File: src/rtl/pipe_hazard_ctrl_if.sv
`default_nettype none
// ============================================================================
//  Module   : pipe_hazard_ctrl_if
//  Brief    : Hazard inputs and pipeline-enable outputs of pipe_hazard_ctrl.
//             Counter signals exist only with PIPE_CTRL_PERF_EN defined.
//  Revision : 1.0 - initial release
// ============================================================================
interface pipe_hazard_ctrl_if #(
    parameter int CNT_W = 16
);
    logic       start_i;
    logic [4:0] ID_RS1addr_i;
    logic [4:0] ID_RS2addr_i;
    logic       ID_uses_rs2_i;
    logic       EX_MemRead_i;
    logic [4:0] EX_RDaddr_i;
    logic       ID_branch_taken_i;
    logic       mem_stall_i;
    logic       PCWrite_o;
    logic       IFID_write_o;
    logic       IFID_flush_o;
    logic       IDEX_start_o;
    logic       pipe_hold_o;
    logic [1:0] state_o;
    logic       timeout_o;
`ifdef PIPE_CTRL_PERF_EN
    logic [CNT_W-1:0] stall_cnt_o;
    logic [CNT_W-1:0] bubble_cnt_o;
    logic [CNT_W-1:0] flush_cnt_o;

    modport master (
        output start_i, ID_RS1addr_i, ID_RS2addr_i, ID_uses_rs2_i,
               EX_MemRead_i, EX_RDaddr_i, ID_branch_taken_i, mem_stall_i,
        input  PCWrite_o, IFID_write_o, IFID_flush_o, IDEX_start_o,
               pipe_hold_o, state_o, timeout_o,
               stall_cnt_o, bubble_cnt_o, flush_cnt_o
    );
    modport slave (
        input  start_i, ID_RS1addr_i, ID_RS2addr_i, ID_uses_rs2_i,
               EX_MemRead_i, EX_RDaddr_i, ID_branch_taken_i, mem_stall_i,
        output PCWrite_o, IFID_write_o, IFID_flush_o, IDEX_start_o,
               pipe_hold_o, state_o, timeout_o,
               stall_cnt_o, bubble_cnt_o, flush_cnt_o
    );
`else
    modport master (
        output start_i, ID_RS1addr_i, ID_RS2addr_i, ID_uses_rs2_i,
               EX_MemRead_i, EX_RDaddr_i, ID_branch_taken_i, mem_stall_i,
        input  PCWrite_o, IFID_write_o, IFID_flush_o, IDEX_start_o,
               pipe_hold_o, state_o, timeout_o
    );
    modport slave (
        input  start_i, ID_RS1addr_i, ID_RS2addr_i, ID_uses_rs2_i,
               EX_MemRead_i, EX_RDaddr_i, ID_branch_taken_i, mem_stall_i,
        output PCWrite_o, IFID_write_o, IFID_flush_o, IDEX_start_o,
               pipe_hold_o, state_o, timeout_o
    );
`endif
endinterface
`default_nettype wire

File: src/rtl/pipe_hazard_ctrl.sv
`default_nettype none
// ============================================================================
//  Module   : pipe_hazard_ctrl
//  Brief    : 5-stage pipeline sequencing: load-use bubble, branch flush,
//             D-cache stall freeze, stall watchdog. Optional saturating
//             performance counters under macro PIPE_CTRL_PERF_EN.
//  Revision : 1.0 - initial release
// ============================================================================
module pipe_hazard_ctrl #(
    parameter int STALL_LIMIT = 255,
    parameter int CNT_W       = 16
) (
    input  logic               clk_i,
    input  logic               rst_i,
    pipe_hazard_ctrl_if.slave  bus
);
    typedef enum logic [1:0] {
        ST_IDLE     = 2'b00,
        ST_RUN      = 2'b01,
        ST_MEM_WAIT = 2'b10
    } state_t;

    localparam int                  c_WAIT_W   = $clog2(STALL_LIMIT + 1);
    localparam logic [c_WAIT_W-1:0] c_LIMIT    = c_WAIT_W'(STALL_LIMIT);
    localparam logic [c_WAIT_W-1:0] c_LIMIT_M1 = c_WAIT_W'(STALL_LIMIT - 1);

    if (STALL_LIMIT < 1 || STALL_LIMIT > 65535 || CNT_W < 1) begin : g_param_check
        $error("pipe_hazard_ctrl: STALL_LIMIT or CNT_W out of range");
    end

    state_t              r_state;
    logic [c_WAIT_W-1:0] r_wait_cnt;
    logic                r_timeout;

    logic w_lu;
    logic w_row_idle;
    logic w_row_stall;
    logic w_row_bubble;
    logic w_row_flush;

    always_comb begin
        w_lu = bus.EX_MemRead_i && (bus.EX_RDaddr_i != 5'd0) &&
               ((bus.EX_RDaddr_i == bus.ID_RS1addr_i) ||
                (bus.ID_uses_rs2_i && (bus.EX_RDaddr_i == bus.ID_RS2addr_i)));
        w_row_idle   = !bus.start_i || (r_state == ST_IDLE);
        w_row_stall  = !w_row_idle && bus.mem_stall_i;
        // Load-use outranks the branch: the branch compare would use stale operands.
        w_row_bubble = !w_row_idle && !bus.mem_stall_i && w_lu;
        w_row_flush  = !w_row_idle && !bus.mem_stall_i && !w_lu && bus.ID_branch_taken_i;
    end

    assign bus.PCWrite_o    = !w_row_idle && !w_row_stall && !w_row_bubble;
    assign bus.IFID_write_o = !w_row_idle && !w_row_stall && !w_row_bubble;
    assign bus.IFID_flush_o = w_row_flush;
    assign bus.IDEX_start_o = !w_row_idle && !w_row_bubble;
    assign bus.pipe_hold_o  = w_row_stall;
    assign bus.state_o      = r_state;
    assign bus.timeout_o    = r_timeout;

    always_ff @(posedge clk_i or negedge rst_i) begin
        if (!rst_i) begin
            r_state <= ST_IDLE;
        end else if (!bus.start_i) begin
            r_state <= ST_IDLE;
        end else begin
            case (r_state)
                ST_IDLE:     r_state <= ST_RUN;
                ST_RUN:      if (bus.mem_stall_i)  r_state <= ST_MEM_WAIT;
                ST_MEM_WAIT: if (!bus.mem_stall_i) r_state <= ST_RUN;
                default:     r_state <= ST_IDLE;
            endcase
        end
    end

    // Watchdog flag is sticky: only reset clears it, even across start_i drops.
    always_ff @(posedge clk_i or negedge rst_i) begin
        if (!rst_i) begin
            r_wait_cnt <= '0;
            r_timeout  <= 1'b0;
        end else if (bus.start_i && bus.mem_stall_i) begin
            if (r_wait_cnt != c_LIMIT) begin
                r_wait_cnt <= r_wait_cnt + 1'b1;
            end
            if (r_wait_cnt == c_LIMIT_M1) begin
                r_timeout <= 1'b1;
            end
        end else begin
            r_wait_cnt <= '0;
        end
    end

`ifdef PIPE_CTRL_PERF_EN
    logic [CNT_W-1:0] r_stall_cnt;
    logic [CNT_W-1:0] r_bubble_cnt;
    logic [CNT_W-1:0] r_flush_cnt;

    always_ff @(posedge clk_i or negedge rst_i) begin
        if (!rst_i) begin
            r_stall_cnt  <= '0;
            r_bubble_cnt <= '0;
            r_flush_cnt  <= '0;
        end else begin
            if (w_row_stall && (r_stall_cnt != '1)) begin
                r_stall_cnt <= r_stall_cnt + 1'b1;
            end
            if (w_row_bubble && (r_bubble_cnt != '1)) begin
                r_bubble_cnt <= r_bubble_cnt + 1'b1;
            end
            if (w_row_flush && (r_flush_cnt != '1)) begin
                r_flush_cnt <= r_flush_cnt + 1'b1;
            end
        end
    end

    assign bus.stall_cnt_o  = r_stall_cnt;
    assign bus.bubble_cnt_o = r_bubble_cnt;
    assign bus.flush_cnt_o  = r_flush_cnt;
`endif

endmodule
`default_nettype wire

File: src/flat_wrapper.sv
// flat-port wrapper written by rule: the top's interface ports become plain ports
module pipe_hazard_ctrl_flat 
#(
    parameter int STALL_LIMIT = 255,
    parameter int CNT_W       = 16
)
  (clk_i, rst_i, bus_start_i, bus_ID_RS1addr_i, bus_ID_RS2addr_i, bus_ID_uses_rs2_i, bus_EX_MemRead_i, bus_EX_RDaddr_i, bus_ID_branch_taken_i, bus_mem_stall_i, bus_PCWrite_o, bus_IFID_write_o, bus_IFID_flush_o, bus_IDEX_start_o, bus_pipe_hold_o, bus_state_o, bus_timeout_o);
  pipe_hazard_ctrl_if #(.CNT_W(CNT_W)) bus_i ();
  input  logic clk_i;
  input  logic rst_i;
  input wire logic [$bits(bus_i.start_i)-1:0] bus_start_i;
  input wire logic [$bits(bus_i.ID_RS1addr_i)-1:0] bus_ID_RS1addr_i;
  input wire logic [$bits(bus_i.ID_RS2addr_i)-1:0] bus_ID_RS2addr_i;
  input wire logic [$bits(bus_i.ID_uses_rs2_i)-1:0] bus_ID_uses_rs2_i;
  input wire logic [$bits(bus_i.EX_MemRead_i)-1:0] bus_EX_MemRead_i;
  input wire logic [$bits(bus_i.EX_RDaddr_i)-1:0] bus_EX_RDaddr_i;
  input wire logic [$bits(bus_i.ID_branch_taken_i)-1:0] bus_ID_branch_taken_i;
  input wire logic [$bits(bus_i.mem_stall_i)-1:0] bus_mem_stall_i;
  output wire logic [$bits(bus_i.PCWrite_o)-1:0] bus_PCWrite_o;
  output wire logic [$bits(bus_i.IFID_write_o)-1:0] bus_IFID_write_o;
  output wire logic [$bits(bus_i.IFID_flush_o)-1:0] bus_IFID_flush_o;
  output wire logic [$bits(bus_i.IDEX_start_o)-1:0] bus_IDEX_start_o;
  output wire logic [$bits(bus_i.pipe_hold_o)-1:0] bus_pipe_hold_o;
  output wire logic [$bits(bus_i.state_o)-1:0] bus_state_o;
  output wire logic [$bits(bus_i.timeout_o)-1:0] bus_timeout_o;
  assign bus_i.start_i = bus_start_i;
  assign bus_i.ID_RS1addr_i = bus_ID_RS1addr_i;
  assign bus_i.ID_RS2addr_i = bus_ID_RS2addr_i;
  assign bus_i.ID_uses_rs2_i = bus_ID_uses_rs2_i;
  assign bus_i.EX_MemRead_i = bus_EX_MemRead_i;
  assign bus_i.EX_RDaddr_i = bus_EX_RDaddr_i;
  assign bus_i.ID_branch_taken_i = bus_ID_branch_taken_i;
  assign bus_i.mem_stall_i = bus_mem_stall_i;
  assign bus_PCWrite_o = bus_i.PCWrite_o;
  assign bus_IFID_write_o = bus_i.IFID_write_o;
  assign bus_IFID_flush_o = bus_i.IFID_flush_o;
  assign bus_IDEX_start_o = bus_i.IDEX_start_o;
  assign bus_pipe_hold_o = bus_i.pipe_hold_o;
  assign bus_state_o = bus_i.state_o;
  assign bus_timeout_o = bus_i.timeout_o;
  pipe_hazard_ctrl #(.STALL_LIMIT(STALL_LIMIT), .CNT_W(CNT_W)) u_core (.clk_i(clk_i), .rst_i(rst_i), .bus(bus_i));
endmodule
File: config.mk
export PLATFORM = sky130hd
export DESIGN_NAME = pipe_hazard_ctrl_flat
export DESIGN_NICKNAME = d
export VERILOG_FILES = /design/src/rtl/pipe_hazard_ctrl_if.sv /design/src/rtl/pipe_hazard_ctrl.sv /design/src/flat_wrapper.sv
export SDC_FILE = /design/constraint.sdc
export NUM_CORES = 1
export LEC_CHECK = 0
export BUFFER_PORTS_ARGS = -buffer_cell sky130_fd_sc_hd__buf_2
export CAP_MARGIN = 20
export CORE_ASPECT_RATIO = 1.1
export CORE_MARGIN = 5
export CORE_UTILIZATION = 35
export DETAILED_ROUTE_END_ITERATION = 16
export PLACE_DENSITY = 0.68
export SYNTH_ARGS = -nofsm -noshare
export SYNTH_HDL_FRONTEND = slang
export SYNTH_SLANG_ARGS = --single-unit
File: constraint.sdc
create_clock -name clk_i -period 4.6 [get_ports clk_i]
set_clock_uncertainty 0.15 [all_clocks]
set_input_delay 0.92 -clock clk_i [delete_from_list [all_inputs] [get_ports clk_i]]
set_output_delay 0.92 -clock clk_i [all_outputs]
set_load 0.01 [all_outputs]
==> reports/qor.tcl, run 1 <==
set qor(status) {finished, final reports clean}
set qor(worstSkewPairLatency_ns) 0.27
set qor(tritoncts) {built}
set qor(gp_congestion) 0.714
set qor(clk_pin_slew_ns) 0.06
set qor(yosys.area_share.adder) 0.0348
set qor(first_pass_iters) 5
set qor(synth.area.top_cells) {dfrtp_1 38%, xnor2_1 16%, a211oi_1 5.2%}
set qor(combinationalPowerShare) 0.189
set qor(routed-via-count) 700
set qor(cts-buffers-inserted) 3
set qor(worst_setup_path_endpoint) {bus_IFID_flush_o}
set qor(grt_start_max_net_pins) 12
set qor(synthesis.instances) 82
set qor(final_antenna_net_count) 0
set qor(antennaDiodeCount) 0
set qor(worst_r2r_startpoint) {u_core.r_wait_cnt[1]$_DFFE_PN0P_}
set qor(cell_int_power_mw) 0.152
set qor(grt_pass1_wl_um) 2660
set qor(p_sw_frac) 0.260
set qor(critical_path.startpoint) {bus_EX_RDaddr_i[0]}
set qor(drv_slew) 0
set qor(crit_chain) {buf_2 > or4_1 > o21a_1 > a2111oi_2 > buf_2}
set qor(synth_top_family_by_area) {compound AO/OA/AOI/OAI gates}
set qor(cts.path.max_buffers) 2
set qor(synth_warnings) 0
set qor(drv_cap) 0
set qor(grt_use_total) 0.113
set qor(ioPinCount) 30
set qor(floorplan.initialDensity) 0.364
set qor(path_common_cell) {buf_2}
set qor(average_instance_area_after_synthesis_um2) 8.77
set qor(post_synthesis_cell_area_um2) 719
set qor(startpoint_type) {primary input}
set qor(setup_repair_after_global_routing_missed_its_margin) {false}
set qor(design.final.nets) 136
set qor(die_area_mm2) 0.00306
set qor(layout.cell_area.non_filler_um2) 907
set qor(leak_pwr_nw) 0.420
set qor(route.detailed.wl_per_inst_um) 11.3
set qor(post_synth_mux_area_share) 0
set qor(worstMarginPinSlew_ns) 0.382
set qor(grt_pass1_vias) 653
set qor(yosys.cell_types.count) 24
set qor(cts.repair.resized) 0
set qor(finalHoldViolations) 0
set qor(dieHeight_um) 57.6
set qor(grt_antenna_before_repair) 0
set qor(synth.yosys.seq_area_share) 0.383
set qor(highest_attainable_clock_frequency_ghz) 0.296
set qor(timing.critical_path.to_type) {output port}
set qor(core_region_area_mm2) 0.00198
set qor(critical_path_class) {primary input to output port}
set qor(placementRows) 17
set qor(power_density_mw_per_mm2) 226
set qor(overflow) 0
set qor(max-slew-margin-rel) 0.743
set qor(timing.critical_path.slowest_stage_cell) {or4_1}
set qor(post-cts-setup-buffer-count) 0
set qor(layout-area-overhead-vs-synth_pct) 26.1
set qor(h-tree-depth) 1
set qor(clk_root_buffer_cell) {clkbuf_4}
set qor(timing.hold.worst.class) {register to register}
set qor(dp_hpwl_um) 1270
set qor(timing.reg2reg.setup_slack_ns) 2.98
set qor(cts_hold_repair.buffers) 0
set qor(worst_r2r_endpoint) {u_core.r_wait_cnt[1]$_DFFE_PN0P_}
set qor(timing.critical_path.required_ns) 3.53
set qor(setup_viol) 0
set qor(placedInstanceArea_um2) 881
set qor(routed_via_density) 5.04
set qor(dieWidth_um) 53.2
set qor(final_layout_size_suffix_gt1_frac) 0.297
set qor(worstRegToRegCells) 4
set qor(post_synthesis_compound_gate_area_fraction) 0.186
set qor(drc_errors) 0
set qor(fin_tns_setup_ns) 0
set qor(clock_power_share) 0.317
set qor(netlist.area_leader.share) 0.383
set qor(switchingPower_mw) 0.0534
set qor(port_buffers) 29
set qor(minimum_clock_period_after_layout_ns) 3.37
set qor(postSynthNetCount) 106
set qor(max_stage_delay_ns) 0.52
set qor(number_of_sinks_on_the_clock_net) 11
set qor(timing.final.crit_share) 0.734
set qor(cp_max_fo) 3
set qor(post_synth_and_or_nand_nor_area_fraction) 0.186
set qor(irDropWorstVdd_uv) 112
set qor(dr.first_iter.drc_count) 14
set qor(synth_largest_area_cell) {dfrtp_1}
set qor(yosys.area_share.xor_xnor) 0.158
set qor(worstPathArrival_ns) 2.30
set qor(synth.ff_latch_count) 11
set qor(routed_wirelength_um) 1570
set qor(share_seq_of_total_power) 0.494
Yosys cell counts:
library cell and count:
a2111oi_2 1, or4_1 1, inv_1 5, a211oi_1 5, and4_1 1, nor2b_1 1
a31oi_1 4, clkbuf_1 3, o21bai_1 1, nor2_1 10, nand2_1 5, o22ai_1 1
o21a_1 2, xnor2_1 13, nand4_1 3, o31ai_1 1, dfrtp_1 11, ha_1 2
o21ai_0 1, a21oi_1 3, nand3_1 4, nor3_1 2, buf_4 1, and3_1 1
layout make-up:
cell class | count | area, um^2
clock buffers | 4 | 26.3
inverters | 5 | 18.8
fillers | 195 | 1070
repair buffers | 29 | 145
flip-flops and latches | 11 | 275
well taps | 28 | 35.0
multi-input cells | 62 | 407
registers in the layout, indices dropped and copies added, names as in the netlist:
name,cells
u_core.bus.timeout_o,1
u_core.bus.state_o,2
u_core.r_wait_cnt,8
worst min-delay path by stage:
stage	from	cells past startpoint	slack, ns	end
6_report	u_core.bus.timeout_o$_DFFE_PN0P_	2	0.31	u_core.bus.timeout_o$_DFFE_PN0P_
5_1_grt	u_core.bus.timeout_o$_DFFE_PN0P_	2	0.33	u_core.bus.timeout_o$_DFFE_PN0P_
4_1_cts	u_core.bus.timeout_o$_DFFE_PN0P_	2	0.31	u_core.bus.timeout_o$_DFFE_PN0P_
3_5_place_dp	u_core.bus.timeout_o$_DFFE_PN0P_	2	0.30	u_core.bus.timeout_o$_DFFE_PN0P_
3_3_place_gp	u_core.bus.timeout_o$_DFFE_PN0P_	2	0.29	u_core.bus.timeout_o$_DFFE_PN0P_
2_1_floorplan	u_core.r_wait_cnt[6]$_DFFE_PN0P_	1	0.33	u_core.r_wait_cnt[6]$_DFFE_PN0P_
layer usage:
layer | wire length [um] | GRT usage | part of all wire | vias up
met4 | 17 | 0.0547 | 0.011 | 0
met5 | 0 | 0 | 0 | -
li1 | - | - | - | 351
met2 | 740 | 0.184 | 0.47 | 26
met1 | 661 | 0.135 | 0.42 | 319
met3 | 155 | 0.0287 | 0.098 | 4
power by group through the flow:
stage | clock network [mW] | logic (mW) | registers, mW
6_report | 0.0651 | 0.0388 | 0.101
5_1_grt | 0.0711 | 0.0439 | 0.102
4_1_cts | 0.0668 | 0.0398 | 0.101
3_5_place_dp | 0 | 0.0397 | 0.103
3_3_place_gp | 0 | 0.0387 | 0.103
2_1_floorplan | 0 | 0.0202 | 0.103
critical path, delay by kind of cell:
family,cells,cell delay [ns]
AO/OA/AOI/OAI,2,0.57
AND/OR/NAND/NOR,1,0.52
buffers and inverters,2,0.30
layout by cell type (no fill, tap or decap), drive strengths merged:
| cell | count |
|---|---|
| a2111oi | 1 |
| a211oi | 5 |
| a21oi | 3 |
| a31oi | 4 |
| and3 | 1 |
| and4 | 1 |
| buf | 29 |
| clkbuf | 4 |
| dfrtp | 11 |
| ha | 2 |
| inv | 5 |
| nand2 | 5 |
| nand3 | 4 |
| nand4 | 3 |
| nor2 | 10 |
| nor2b | 1 |
| nor3 | 2 |
| o21a | 2 |
| o21ai | 1 |
| o21bai | 1 |
| o22ai | 1 |
| o31ai | 1 |
| or4 | 1 |
| xnor2 | 13 |
through the flow:
stage | setup slack [ns] | power [mW] | utilization | hold WS (ns) | std cells
3_5_place_dp | 1.23 | 0.143 | 0.445 | 0.297 | 135
4_1_cts | 1.22 | 0.208 | 0.459 | 0.313 | 139
6_report | 1.23 | 0.205 | 0.459 | 0.309 | 139
5_1_grt | 1.17 | 0.217 | 0.459 | 0.326 | 139
3_3_place_gp | 1.24 | 0.142 | 0.445 | 0.293 | 135
2_1_floorplan | 1.26 | 0.124 | - | 0.334 | 82
logic make-up (layout without fill, tap and decap cells):
logic type | after synthesis | in the layout
XOR/XNOR | 13 | 13
flip-flops | 11 | 11
adder cells (fa/ha/maj) | 2 | 2
buffers and inverters | 9 | 38
AO/OA/AOI/OAI | 19 | 19
AND/OR/NAND/NOR | 28 | 28
No activity file was read; power rests on OpenSTA's default activity.
==> run 2: changes to the inputs <==
--- a/config.mk
+++ b/config.mk
@@ -5,13 +5,14 @@
 export SDC_FILE = /design/constraint.sdc
 export NUM_CORES = 1
 export LEC_CHECK = 0
+export ABC_AREA = 1
 export BUFFER_PORTS_ARGS = -buffer_cell sky130_fd_sc_hd__buf_2
 export CAP_MARGIN = 20
 export CORE_ASPECT_RATIO = 1.1
 export CORE_MARGIN = 5
 export CORE_UTILIZATION = 35
 export DETAILED_ROUTE_END_ITERATION = 16
-export PLACE_DENSITY = 0.68
+export PLACE_DENSITY = 0.67
 export SYNTH_ARGS = -nofsm -noshare
 export SYNTH_HDL_FRONTEND = slang
 export SYNTH_SLANG_ARGS = --single-unit
==> constraint.sdc (replaced) <==
create_clock -name clk_i -period 3.2 [get_ports clk_i]
set_clock_uncertainty 0.15 [all_clocks]
set_input_delay 0.64 -clock clk_i [delete_from_list [all_inputs] [get_ports clk_i]]
set_output_delay 0.64 -clock clk_i [all_outputs]
set_load 0.01 [all_outputs]
==> reports/qor.tcl, run 2 <==
set qor(startpoint_type) {primary input} ;# unchanged
set qor(cts_hold_repair.buffers) 0 ;# unchanged
set qor(timing.hold.worst.class) {primary input to async pin} ;# was register to register
set qor(final_layout_size_suffix_gt1_frac) 0.252 ;# was 0.297
set qor(netlist.area_leader.share) 0.332 ;# was 0.383
set qor(routed-via-count) 849 ;# was 700
set qor(grt_start_max_net_pins) 12 ;# unchanged
set qor(synth_warnings) 0 ;# unchanged
set qor(async_flop_share) 1.00 ;# unchanged
set qor(floorplan.initialDensity) 0.368 ;# was 0.364
set qor(setup_repair_after_global_routing_missed_its_margin) {false} ;# unchanged
set qor(cts-buffers-inserted) 3 ;# unchanged
set qor(die_area_mm2) 0.00344 ;# was 0.00306 mm^2
set qor(commonest_non_fill_non_tap_cells_in_the_layout) {42 x nand2_1, 29 x buf_2, 27 x inv_1} ;# was 29 x buf_2, 13 x xnor2_1, 11 x dfrtp_1
set qor(largest_reg_flops) 8 ;# unchanged
set qor(path_common_cell) {nand2_1} ;# was buf_2
set qor(clk_root_buffer_cell) {clkbuf_4} ;# unchanged
set qor(max-slew-margin-rel) 0.821 ;# was 0.743
set qor(leak_pwr_nw) 0.661 ;# was 0.420 nW
set qor(timing.critical_path.required_ns) 2.41 ;# was 3.53 ns
set qor(postSynthNetCount) 155 ;# was 106
set qor(synthesis.instances) 131 ;# was 82
set qor(drv_cap) 0 ;# unchanged
set qor(worstRegToRegCells) 6 ;# was 4
set qor(final-seq-area_um2) 275 ;# unchanged
set qor(critical_path_class) {primary input to output port} ;# unchanged
set qor(worstPathArrival_ns) 1.48 ;# was 2.30 ns
set qor(drc_errors) 0 ;# unchanged
set qor(m1WireLength_um) 765 ;# was 661 um
set qor(minimum_clock_period_after_layout_ns) 2.27
set qor(cp_max_fo) 3 ;# unchanged
set qor(worstMarginPinSlew_ns) 0.266 ;# was 0.382 ns
set qor(irDropWorstVdd_uv) 132 ;# was 112 uV
set qor(ys_dominant_reg_cell) {dfrtp_1} ;# unchanged
set qor(core_region_area_mm2) 0.00225 ;# was 0.00198 mm^2
set qor(yosys-top-cells-count) {42 x nand2_1, 27 x inv_1, 11 x dfrtp_1, 11 x nor2_1, 9 x nand3_1} ;# was 13 x xnor2_1, 11 x dfrtp_1, 10 x nor2_1
set qor(grt_pass1_wl_um) 2880 ;# was 2660 um
set qor(timing.final.crit_share) 0.708
set qor(fin_tns_setup_ns) 0 ;# unchanged
set qor(synth_largest_area_cell) {dfrtp_1} ;# unchanged
set qor(highest_attainable_clock_frequency_ghz) 0.441
set qor(port_buffers) 29 ;# unchanged
set qor(max_stage_delay_ns) 0.13 ;# was 0.52 ns
set qor(dr.first_iter.drc_count) 10 ;# was 14
set qor(layout.cells.non_filler) 193 ;# was 139
set qor(synth.ff_latch_count) 11 ;# unchanged
set qor(first_pass_iters) 4 ;# was 5
set qor(tritoncts) {built} ;# unchanged
set qor(cpLargestDelayFamily) {simple AND/OR/NAND/NOR gates} ;# was compound AO/OA/AOI/OAI gates
set qor(average_instance_area_after_synthesis_um2) 6.32 ;# was 8.77 um^2
set qor(registers.top_by_ff_count) {u_core.r_wait_cnt} ;# unchanged
set qor(synth.yosys.seq_area_share) 0.332 ;# was 0.383
set qor(crit_cells) 11 ;# was 5
set qor(number_of_flops_mapped_to_enable_cells_by_yosys) 0 ;# unchanged
set qor(path_buf_inv) 4 ;# was 2
set qor(drv_slew) 0 ;# unchanged
set qor(synth.most_common_cell) {nand2_1} ;# was xnor2_1
set qor(grt_use_total) 0.108 ;# was 0.113
set qor(dp.cells) 189 ;# was 135
set qor(dieWidth_um) 56.4 ;# was 53.2 um
set qor(routed_via_density) 4.40 ;# was 5.04
set qor(synth.area.top_cells) {dfrtp_1 33%, nand2_1 19%, inv_1 12%} ;# was dfrtp_1 38%, xnor2_1 16%, a211oi_1 5.2%
set qor(timing.critical_path.to_type) {output port} ;# unchanged
set qor(gp_congestion) 0.739 ;# was 0.714
set qor(design.final.nets) 188 ;# was 136
set qor(number_of_fill_cells_in_the_layout) 243 ;# was 195
set qor(worst_r2r_endpoint) {u_core.r_wait_cnt[0]$_DFFE_PN0P_} ;# was u_core.r_wait_cnt[1]$_DFFE_PN0P_
set qor(yosys.cell_types.count) 25 ;# was 24
set qor(layout-area-overhead-vs-synth_pct) 24.3 ;# was 26.1%
set qor(worst_r2r_startpoint) {u_core.r_wait_cnt[1]$_DFFE_PN0P_} ;# unchanged
set qor(placementRows) 18 ;# was 17
set qor(timing.reg2reg.setup_slack_ns) 1.74 ;# was 2.98 ns
set qor(h-tree-depth) 1 ;# unchanged
set qor(multi_input_comb_area_um2) 433 ;# was 407 um^2
set qor(grt_pass1_vias) 777 ;# was 653
set qor(routed_wirelength_um) 1770 ;# was 1570 um
set qor(finalHoldViolations) 0 ;# unchanged
set qor(setup_viol) 0 ;# unchanged
set qor(power_density_mw_per_mm2) 286 ;# was 226 mW/mm^2
set qor(status) {finished, final reports clean} ;# unchanged
set qor(post_synthesis_cell_area_um2) 828 ;# was 719 um^2
set qor(dieHeight_um) 61.0 ;# was 57.6 um
set qor(number_of_sinks_on_the_clock_net) 11 ;# unchanged
set qor(grt_antenna_before_repair) 0 ;# unchanged
set qor(post-cts-setup-buffer-count) 0 ;# unchanged
set qor(mostFrequentLayoutCell) {nand2_1} ;# was buf_2
set qor(dr.max_layer_used) {met4} ;# unchanged
set qor(dp_hpwl_um) 1510 ;# was 1270 um
set qor(cts.repair.resized) 0 ;# unchanged
set qor(ioPinCount) 30 ;# unchanged
set qor(route.detailed.wl_per_inst_um) 9.16 ;# was 11.3 um
set qor(cts.path.max_buffers) 2 ;# unchanged
set qor(crit_chain) {buf_2 > inv_1 > nand2_1 > nand2_1 > nor2_1 > nand3_1 > nand2_1 > nand2_1 > nand2_1 > inv_1 > buf_2} ;# was buf_2 > or4_1 > o21a_1 > a2111oi_2 > buf_2
set qor(timing.critical_path.slowest_stage_cell) {buf_2} ;# was or4_1
set qor(clk_pin_slew_ns) 0.07 ;# was 0.06 ns
set qor(wl_met3_um) 106 ;# was 155 um
set qor(detailroute.wirelength.met2_um) 876 ;# was 740 um
set qor(antennaDiodeCount) 0 ;# unchanged
set qor(worstSkewPairLatency_ns) 0.26 ;# was 0.27 ns
set qor(overflow) 0 ;# unchanged
set qor(final_antenna_net_count) 0 ;# unchanged
run 2: cell types whose count changed after synthesis, sizes merged, moves of 2 or more:
cell and change:
a211oi -3, a31oi -3, clkbuf -3, inv +24
nand2 +40, nand3 +5, nor2 +2, o21ai +4
or2 +3, xnor2 -12
run 2: cell type report:
| cell class | count | area share |
|---|---|---|
| clock buffers | 4 | 0.0255 |
| repair buffers | 29 | 0.141 |
| multi-input cells | 89 | 0.420 |
| well taps | 30 | 0.0365 |
| flip-flops and latches | 11 | 0.267 |
| inverters | 30 | 0.109 |
run 2: worst max path at each step:
stage                                   to  slack (ns)          startpoint
after floorplan              bus_PCWrite_o        1.08  bus_EX_RDaddr_i[0]
after global placement    bus_IFID_flush_o        0.93  bus_EX_RDaddr_i[3]
after detailed placement  bus_IFID_flush_o        0.93  bus_EX_RDaddr_i[3]
after CTS                    bus_PCWrite_o        0.92  bus_EX_RDaddr_i[3]
after global routing      bus_IFID_flush_o        0.81  bus_EX_RDaddr_i[0]
final                        bus_PCWrite_o        0.93  bus_EX_RDaddr_i[3]
run 2: routing by layer:
metal	vias to the layer above	global-route usage
met5	-	0
met3	2	0.0231
li1	463	-
met2	21	0.209
met1	363	0.110
met4	0	0.0610
run 2: metrics by stage:
step | hold slack, ns | util | total power [mW] | setup slack (ns) | cell area, um^2
finish | 0.0801 | 0.457 | 0.294 | 0.933 | 1030
global route | 0.0821 | 0.457 | 0.315 | 0.811 | 1030
CTS | 0.0832 | 0.457 | 0.299 | 0.924 | 1030
detailed placement | 0.318 | 0.446 | 0.207 | 0.926 | 1000
global placement | 0.308 | 0.446 | 0.206 | 0.934 | 1000
floorplan | 0.194 | - | 0.179 | 1.08 | 828
run 2: cell families after synthesis:
kind of cell / synth area share
flip-flops: 0.332
XOR/XNOR: 0.0106
AND/OR/NAND/NOR: 0.396
adder cells (fa/ha/maj): 0.0302
AO/OA/AOI/OAI: 0.0861
buffers and inverters: 0.145
run 2: worst reg2reg max path: stages, from the launching register on:
cell	delay, ns
dfrtp_1	0.42
ha_1	0.20
nand2_1	0.07
inv_1	0.13
nand4_2	0.20
nand3_1	0.11
o21ai_1	0.07
run 2: where the power goes:
part	switching, mW	total [mW]	internal (mW)	leakage [nW]
sequential	0.00257	0.144	0.142	0.150
combinational	0.0344	0.0594	0.0250	0.496
clock	0.0421	0.0902	0.0481	0.0150
